==> src/rtl/chien_search.sv <==
// chien_search: serial Chien root search of a BCH error-locator polynomial over GF(2^6/8/10)
module chien_search #(
    parameter int T = 4,
    parameter int W = 10
) (
    input  logic             i_clk,
    input  logic             i_rst,
    input  logic             i_start,
    input  logic [1:0]       i_code,
    input  logic [3:0]       i_deg,
    input  logic [(T+1)*W-1:0] i_sigma,
    output logic             o_busy,
    output logic             o_err_valid,
    output logic [9:0]       o_err_pos,
    output logic [3:0]       o_err_cnt,
    output logic             o_done,
    output logic             o_fail
);
    typedef enum logic {S_IDLE, S_SRCH} state_t;
    localparam logic [3:0] T_MAX = 4'(T);
    state_t state, state_d;
    logic [1:0] code_q, sel;
    logic [3:0] deg_q, err_inc;
    logic [9:0] cnt, n, sum;
    logic [9:0] reg_q [T+1];
    logic hit, last, accept;

    function automatic logic [9:0] field_mask(input logic [1:0] c);
        return c == 2'd1 ? 10'h0FF : c == 2'd2 ? 10'h3FF : 10'h03F;
    endfunction

    function automatic logic [9:0] mul_a(input logic [9:0] x, input logic [1:0] c);
        logic top;
        logic [9:0] p;
        top = c == 2'd1 ? x[7] : c == 2'd2 ? x[9] : x[5];
        p = c == 2'd1 ? 10'h01D : c == 2'd2 ? 10'h009 : 10'h003;
        return ({x[8:0], 1'b0} ^ (top ? p : 10'h000)) & field_mask(c);
    endfunction

    // k is a constant at every call site, so each use folds into a fixed XOR network
    function automatic logic [9:0] mul_ak(input logic [9:0] x, input int k, input logic [1:0] c);
        logic [9:0] r;
        r = x;
        for (int i = 0; i < T; i++) if (i < k) r = mul_a(r, c);
        return r;
    endfunction

    assign o_busy = state == S_SRCH;

    // locator evaluation at the current candidate, sweep bookkeeping and next state
    always_comb begin
        sum = '0;
        for (int k = 0; k <= T; k++) sum ^= reg_q[k];
        sel = i_code == 2'd3 ? 2'd0 : i_code;
        n = code_q == 2'd1 ? 10'd255 : code_q == 2'd2 ? 10'd1023 : 10'd63;
        hit = sum == '0;
        last = cnt == n;
        err_inc = o_err_cnt == 4'hF ? 4'hF : o_err_cnt + 4'd1;
        accept = state == S_IDLE && i_start;
        state_d = accept && i_deg <= T_MAX ? S_SRCH : (state == S_SRCH && last ? S_IDLE : state);
    end

    // state register
    always_ff @(posedge i_clk) begin
        if (i_rst) state <= S_IDLE;
        else state <= state_d;
    end

    // coefficient load, per-candidate alpha^k stepping and result reporting
    always_ff @(posedge i_clk) begin
        if (i_rst) begin
            code_q <= '0;
            deg_q <= '0;
            cnt <= '0;
            for (int k = 0; k <= T; k++) reg_q[k] <= '0;
            o_err_valid <= 1'b0;
            o_err_pos <= '0;
            o_err_cnt <= '0;
            o_done <= 1'b0;
            o_fail <= 1'b0;
        end else begin
            o_err_valid <= 1'b0;
            o_done <= 1'b0;
            if (accept && i_deg <= T_MAX) begin
                code_q <= sel;
                deg_q <= i_deg;
                for (int k = 0; k <= T; k++)
                    reg_q[k] <= 4'(k) <= i_deg ? mul_ak(10'(i_sigma[k*W +: W]) & field_mask(sel), k, sel) : '0;
                cnt <= 10'd1;
                o_err_cnt <= '0;
                o_fail <= 1'b0;
            end else if (accept) begin
                o_done <= 1'b1;
                o_fail <= 1'b1;
                o_err_cnt <= '0;
            end else if (state == S_SRCH) begin
                for (int k = 0; k <= T; k++) reg_q[k] <= mul_ak(reg_q[k], k, code_q);
                cnt <= cnt + 10'd1;
                if (hit) begin
                    o_err_valid <= 1'b1;
                    o_err_pos <= last ? 10'd0 : n - cnt;
                    o_err_cnt <= err_inc;
                end
                if (last) begin
                    o_done <= 1'b1;
                    o_fail <= (hit ? err_inc : o_err_cnt) != deg_q;
                end
            end
        end
    end
endmodule

==> config.mk <==
export PLATFORM = sky130hd
export DESIGN_NAME = chien_search
export DESIGN_NICKNAME = d
export VERILOG_FILES = /design/src/rtl/chien_search.sv
export SDC_FILE = /design/constraint.sdc
export NUM_CORES = 1
export LEC_CHECK = 0
export BUFFER_PORTS_ARGS = -buffer_cell sky130_fd_sc_hd__clkbuf_2
export CAP_MARGIN = 5
export CORE_MARGIN = 3
export CORE_UTILIZATION = 30
export CTS_CLUSTER_DIAMETER = 80
export CTS_CLUSTER_SIZE = 40
export DETAILED_ROUTE_END_ITERATION = 16
export GPL_TIMING_DRIVEN = 0
export SLEW_MARGIN = 20
export SYNTH_ARGS = -nofsm -noshare
export SYNTH_HDL_FRONTEND = slang
export SYNTH_SLANG_ARGS = --single-unit
==> constraint.sdc <==
create_clock -name i_clk -period 4.2 [get_ports i_clk]
set_input_delay 1.26 -clock i_clk [delete_from_list [all_inputs] [get_ports i_clk]]
set_output_delay 1.26 -clock i_clk [all_outputs]
set_load 0.02 [all_outputs]
==> results.sh <==
export IMPL_status="finished clean"
export IMPL_postRouteWirelength_mm=16.75
export IMPL_crit_family="simple AND/OR/NAND/NOR gates"
export IMPL_design_final_nets=733
export IMPL_detail_route_iter0_violations=461
export IMPL_netlist_top_cells_area="sky130_fd_sc_hd__edfxtp_1 27%, sky130_fd_sc_hd__dfxtp_1 12%, sky130_fd_sc_hd__xnor2_1 8.7%"
export IMPL_drtPass1Iterations=5
export IMPL_worst_pin_slew_ns=1.012
export IMPL_critPathKind="reg -> reg"
export IMPL_fmaxAchievable_ghz=0.2674
export IMPL_design_die_area_sq_um=20170
export IMPL_post_synth_instance_area_sq_um=5549
export IMPL_critical_path_reg2reg_endpoint="o_fail$_SDFFE_PP0P_"
export IMPL_global_route_overflow_total=0
export IMPL_numClockSinks=84
export IMPL_worstSetupPathDepth=11
export IMPL_clock_skew_ns=0.009369
export IMPL_critical_path_max_stage_delay_ns=0.57
export IMPL_timing_max_transition_violations_final=0
export IMPL_routed_via_count=4641
export IMPL_clock_tree_from_tritoncts="built"
export IMPL_cts_root_buf="sky130_fd_sc_hd__clkbuf_16"
export IMPL_number_of_gates_given_a_new_drive_strength_after_cts=0
export IMPL_timing_setup_tns_ns=0
export IMPL_r2r_start="code_q[0]$_SDFFE_PP0P_"
export IMPL_synth_edff_count=50
export IMPL_setup_viol=0
export IMPL_cp_max_fo=11
export IMPL_reg2reg_depth=11
export IMPL_ys_async_rst_share=0
export IMPL_mappedNetlistNets=645
export IMPL_detailed_route_drc_error_count=0
export IMPL_cts_h_tree_depth=3
export IMPL_layout_area_overhead_vs_synth_pct=18.06
export IMPL_grt_max_degree=25
export IMPL_finalHoldViolations=0
export IMPL_worst_endpoint_required_ns=4.42
export IMPL_cpMaxStageDelayCell="sky130_fd_sc_hd__nor3_1"
export IMPL_whs_endpoint="o_err_pos[1]$_SDFFE_PP0P_"
export IMPL_syn_inst=575
export IMPL_numCtsBuffers=9
export IMPL_starting_utilization_of_the_core_area=0.3068
export IMPL_layout_common_cells="76 x sky130_fd_sc_hd__clkbuf_2, 57 x sky130_fd_sc_hd__nand2_1, 55 x sky130_fd_sc_hd__xnor2_1, 52 x sky130_fd_sc_hd__nor2_1, 50 x sky130_fd_sc_hd__edfxtp_1"
export IMPL_place_congestion=0.9274
export IMPL_worst_setup_path_end_kind="register"
export IMPL_post_route_period_util=0.8903
export IMPL_avg_inst_size_synth_sq_um=9.651
export IMPL_core_area_sq_um=18090
export IMPL_rsz0062_at_grt="no"
export IMPL_holdCritStartpoint="o_err_pos[1]$_SDFFE_PP0P_"
export IMPL_diodes=0
export IMPL_clkTransAtPathRegs_ns=0.07
export IMPL_antenna_found_initial=0
export IMPL_setup_worst_path_start_class="register"
export IMPL_clock_insertion_delay_worst_skew_ns=0.34
export IMPL_layout_commonest_cell="sky130_fd_sc_hd__clkbuf_2"
export IMPL_io_pin_count=77
export IMPL_synth_yosys_warnings=0
export IMPL_top_reg_cell_synth="sky130_fd_sc_hd__edfxtp_1"
export IMPL_hold_class="reg -> reg"
export IMPL_arrival_ns=3.96
export IMPL_vias_in_the_first_global_route=4554
export IMPL_cp_cell_sequence="inv_1, ha_1, inv_1, clkbuf_1, ha_1, nand4_1, nor3_1, nand2_1, or4_1, a211oi_1, a21oi_1"
export IMPL_avgRoutedWirePerCell_um=18.68
export IMPL_y_dimension_of_the_die_um=142.0
export IMPL_vias_per_cell=5.174
export IMPL_slew_headroom=0.3255
export IMPL_leakage_nw=2.507
export IMPL_track_usage=0.1642
export IMPL_synth_top_cell_by_area="sky130_fd_sc_hd__edfxtp_1"
export IMPL_cts_max_path_buffers=2
export IMPL_dp_final_hpwl_mm=12.64
export IMPL_peakVddDrop_v=0.0002063
export IMPL_cts_hold_buf=0
export IMPL_powerDensity_nw_per_um2=345.2
export IMPL_r2r_setup_slack_ns=0.46
export IMPL_drive_above_1_share=0.1617
export IMPL_grt_first_pass_wirelength_mm=25.61
export IMPL_synth_seq_area_share=0.3932
export IMPL_number_of_flip_flops_and_latches_in_the_synthesized_netlist=84
export IMPL_worst_hold_slack_ns=0.4560
export IMPL_synth_cell_type_count=60
export IMPL_final_antenna_net_count=0
export IMPL_placement_rows=49
export IMPL_die_width_um=142.0
export IMPL_drv_max_cap_violation_count=0
export IMPL_postCtsSetupRepairBufs=0
export IMPL_number_of_buffer_cells_added_on_primary_ports=76
export IMPL_path_buf_inv=3
export IMPL_synthDominantCellAreaShare=0.2706
export IMPL_post_route_min_period_ns=3.739
export IMPL_whs_path_depth=2
metal layers:
metal / part of all wire / global-route usage
met5: 0 / 0
met2: 0.48 / 0.2688
met3: 0.055 / 0.02688
met1: 0.44 / 0.2229
met4: 0.023 / 0.05152
report_power, final:
| part | internal, W | total, W | leakage [nW] | switching, W |
|---|---|---|---|---|
| registers | 0.000925 | 0.000976 | 0.808 | 0.0000507 |
| logic | 0.000209 | 0.000461 | 1.55 | 0.000252 |
| clock network | 0.000453 | 0.000825 | 0.153 | 0.000371 |
| total | 0.00159 | 0.00226 | 2.51 | 0.000674 |
cells by family after synthesis:
group | Yosys count | share of synthesized area
AND/OR/NAND/NOR | 182 | 0.1583
flip-flops | 84 | 0.3932
XOR/XNOR | 108 | 0.1953
multiplexers | 24 | 0.04374
buffers and inverters | 42 | 0.03247
adder cells (fa/ha/maj) | 11 | 0.02616
AO/OA/AOI/OAI | 124 | 0.1508
Yosys cell counts (2+ instances only):
master / instances
sky130_fd_sc_hd__nor4_1: 2
sky130_fd_sc_hd__edfxtp_1: 50
sky130_fd_sc_hd__ha_1: 10
sky130_fd_sc_hd__a22oi_1: 4
sky130_fd_sc_hd__and2_1: 10
sky130_fd_sc_hd__nand2b_1: 9
sky130_fd_sc_hd__o32ai_1: 4
sky130_fd_sc_hd__a211oi_1: 7
sky130_fd_sc_hd__o21ai_0: 24
sky130_fd_sc_hd__nand2_1: 57
sky130_fd_sc_hd__buf_6: 2
sky130_fd_sc_hd__nor2_1: 52
sky130_fd_sc_hd__a21o_1: 2
sky130_fd_sc_hd__clkbuf_1: 20
sky130_fd_sc_hd__a311oi_1: 3
sky130_fd_sc_hd__nor2b_1: 9
sky130_fd_sc_hd__o22ai_1: 25
sky130_fd_sc_hd__mux2i_1: 22
sky130_fd_sc_hd__buf_2: 3
sky130_fd_sc_hd__nor3_1: 4
sky130_fd_sc_hd__a21oi_1: 19
sky130_fd_sc_hd__a22o_1: 11
sky130_fd_sc_hd__xor2_1: 43
sky130_fd_sc_hd__nand3_1: 7
sky130_fd_sc_hd__inv_1: 13
sky130_fd_sc_hd__a221oi_1: 2
sky130_fd_sc_hd__a32o_1: 3
sky130_fd_sc_hd__or3_1: 6
sky130_fd_sc_hd__and3_1: 7
sky130_fd_sc_hd__nand4_1: 8
sky130_fd_sc_hd__xnor2_1: 55
sky130_fd_sc_hd__xnor3_1: 10
sky130_fd_sc_hd__o21a_1: 9
sky130_fd_sc_hd__buf_1: 2
sky130_fd_sc_hd__nor4b_1: 2
sky130_fd_sc_hd__mux2_2: 2
sky130_fd_sc_hd__dfxtp_1: 34
flip-flops by register name (all words and copies together), names as in the netlist:
signal       cells
o_err_pos       10
reg_q           50
o_done           1
o_busy           1
cnt             10
o_fail           1
code_q           2
deg_q            4
o_err_valid      1
o_err_cnt        4
worst max-delay path by stage:
| stage | from | endpoint | slack (ns) |
|---|---|---|---|
| finish | code_q[0]$_SDFFE_PP0P_ | o_fail$_SDFFE_PP0P_ | 0.46 |
| floorplan | i_deg[0] | reg_q[0][10]$_DFFE_PP_ | 0.61 |
| CTS | code_q[0]$_SDFFE_PP0P_ | o_fail$_SDFFE_PP0P_ | 0.40 |
| global placement | i_deg[0] | reg_q[0][39]$_DFFE_PP_ | -0.26 |
| global route | code_q[0]$_SDFFE_PP0P_ | o_fail$_SDFFE_PP0P_ | 0.14 |
| detailed placement | i_code[0] | reg_q[0][33]$_DFFE_PP_ | 0.31 |
worst register-to-register path: stages, from the launching register on:
cell and delay, ns:
sky130_fd_sc_hd__dfxtp_1 0.36, sky130_fd_sc_hd__inv_1 0.06, sky130_fd_sc_hd__ha_1 0.49, sky130_fd_sc_hd__inv_1 0.18
sky130_fd_sc_hd__clkbuf_1 0.34, sky130_fd_sc_hd__ha_1 0.41, sky130_fd_sc_hd__nand4_1 0.09, sky130_fd_sc_hd__nor3_1 0.57
sky130_fd_sc_hd__nand2_1 0.25, sky130_fd_sc_hd__or4_1 0.54, sky130_fd_sc_hd__a211oi_1 0.25, sky130_fd_sc_hd__a21oi_1 0.09
metrics by stage:
stage                     setup WS (ns)  area [sq um]  power, W    util  std cells
after floorplan                  0.6063          5549  0.001297       -        575
after global placement          -0.2571          6216  0.001445  0.3437        880
after detailed placement         0.3120          6238  0.001450  0.3449        881
after CTS                        0.4017          6546  0.002272  0.3620        897
after global routing             0.1364          6551  0.002353  0.3622        897
final                            0.4606          6551  0.002262  0.3622        897
layout make-up:
cell class	instances	area (sq um)
buffer	28	127.6
timing repair buffer	77	400.4
fill	1870	11530
clock buffer	10	250.2
tap	229	286.5
inverter	14	52.55
multi-input combinational	449	3194
sequential	84	2182
clock inverter	6	57.56
No activity file was read; power rests on OpenSTA's default activity.
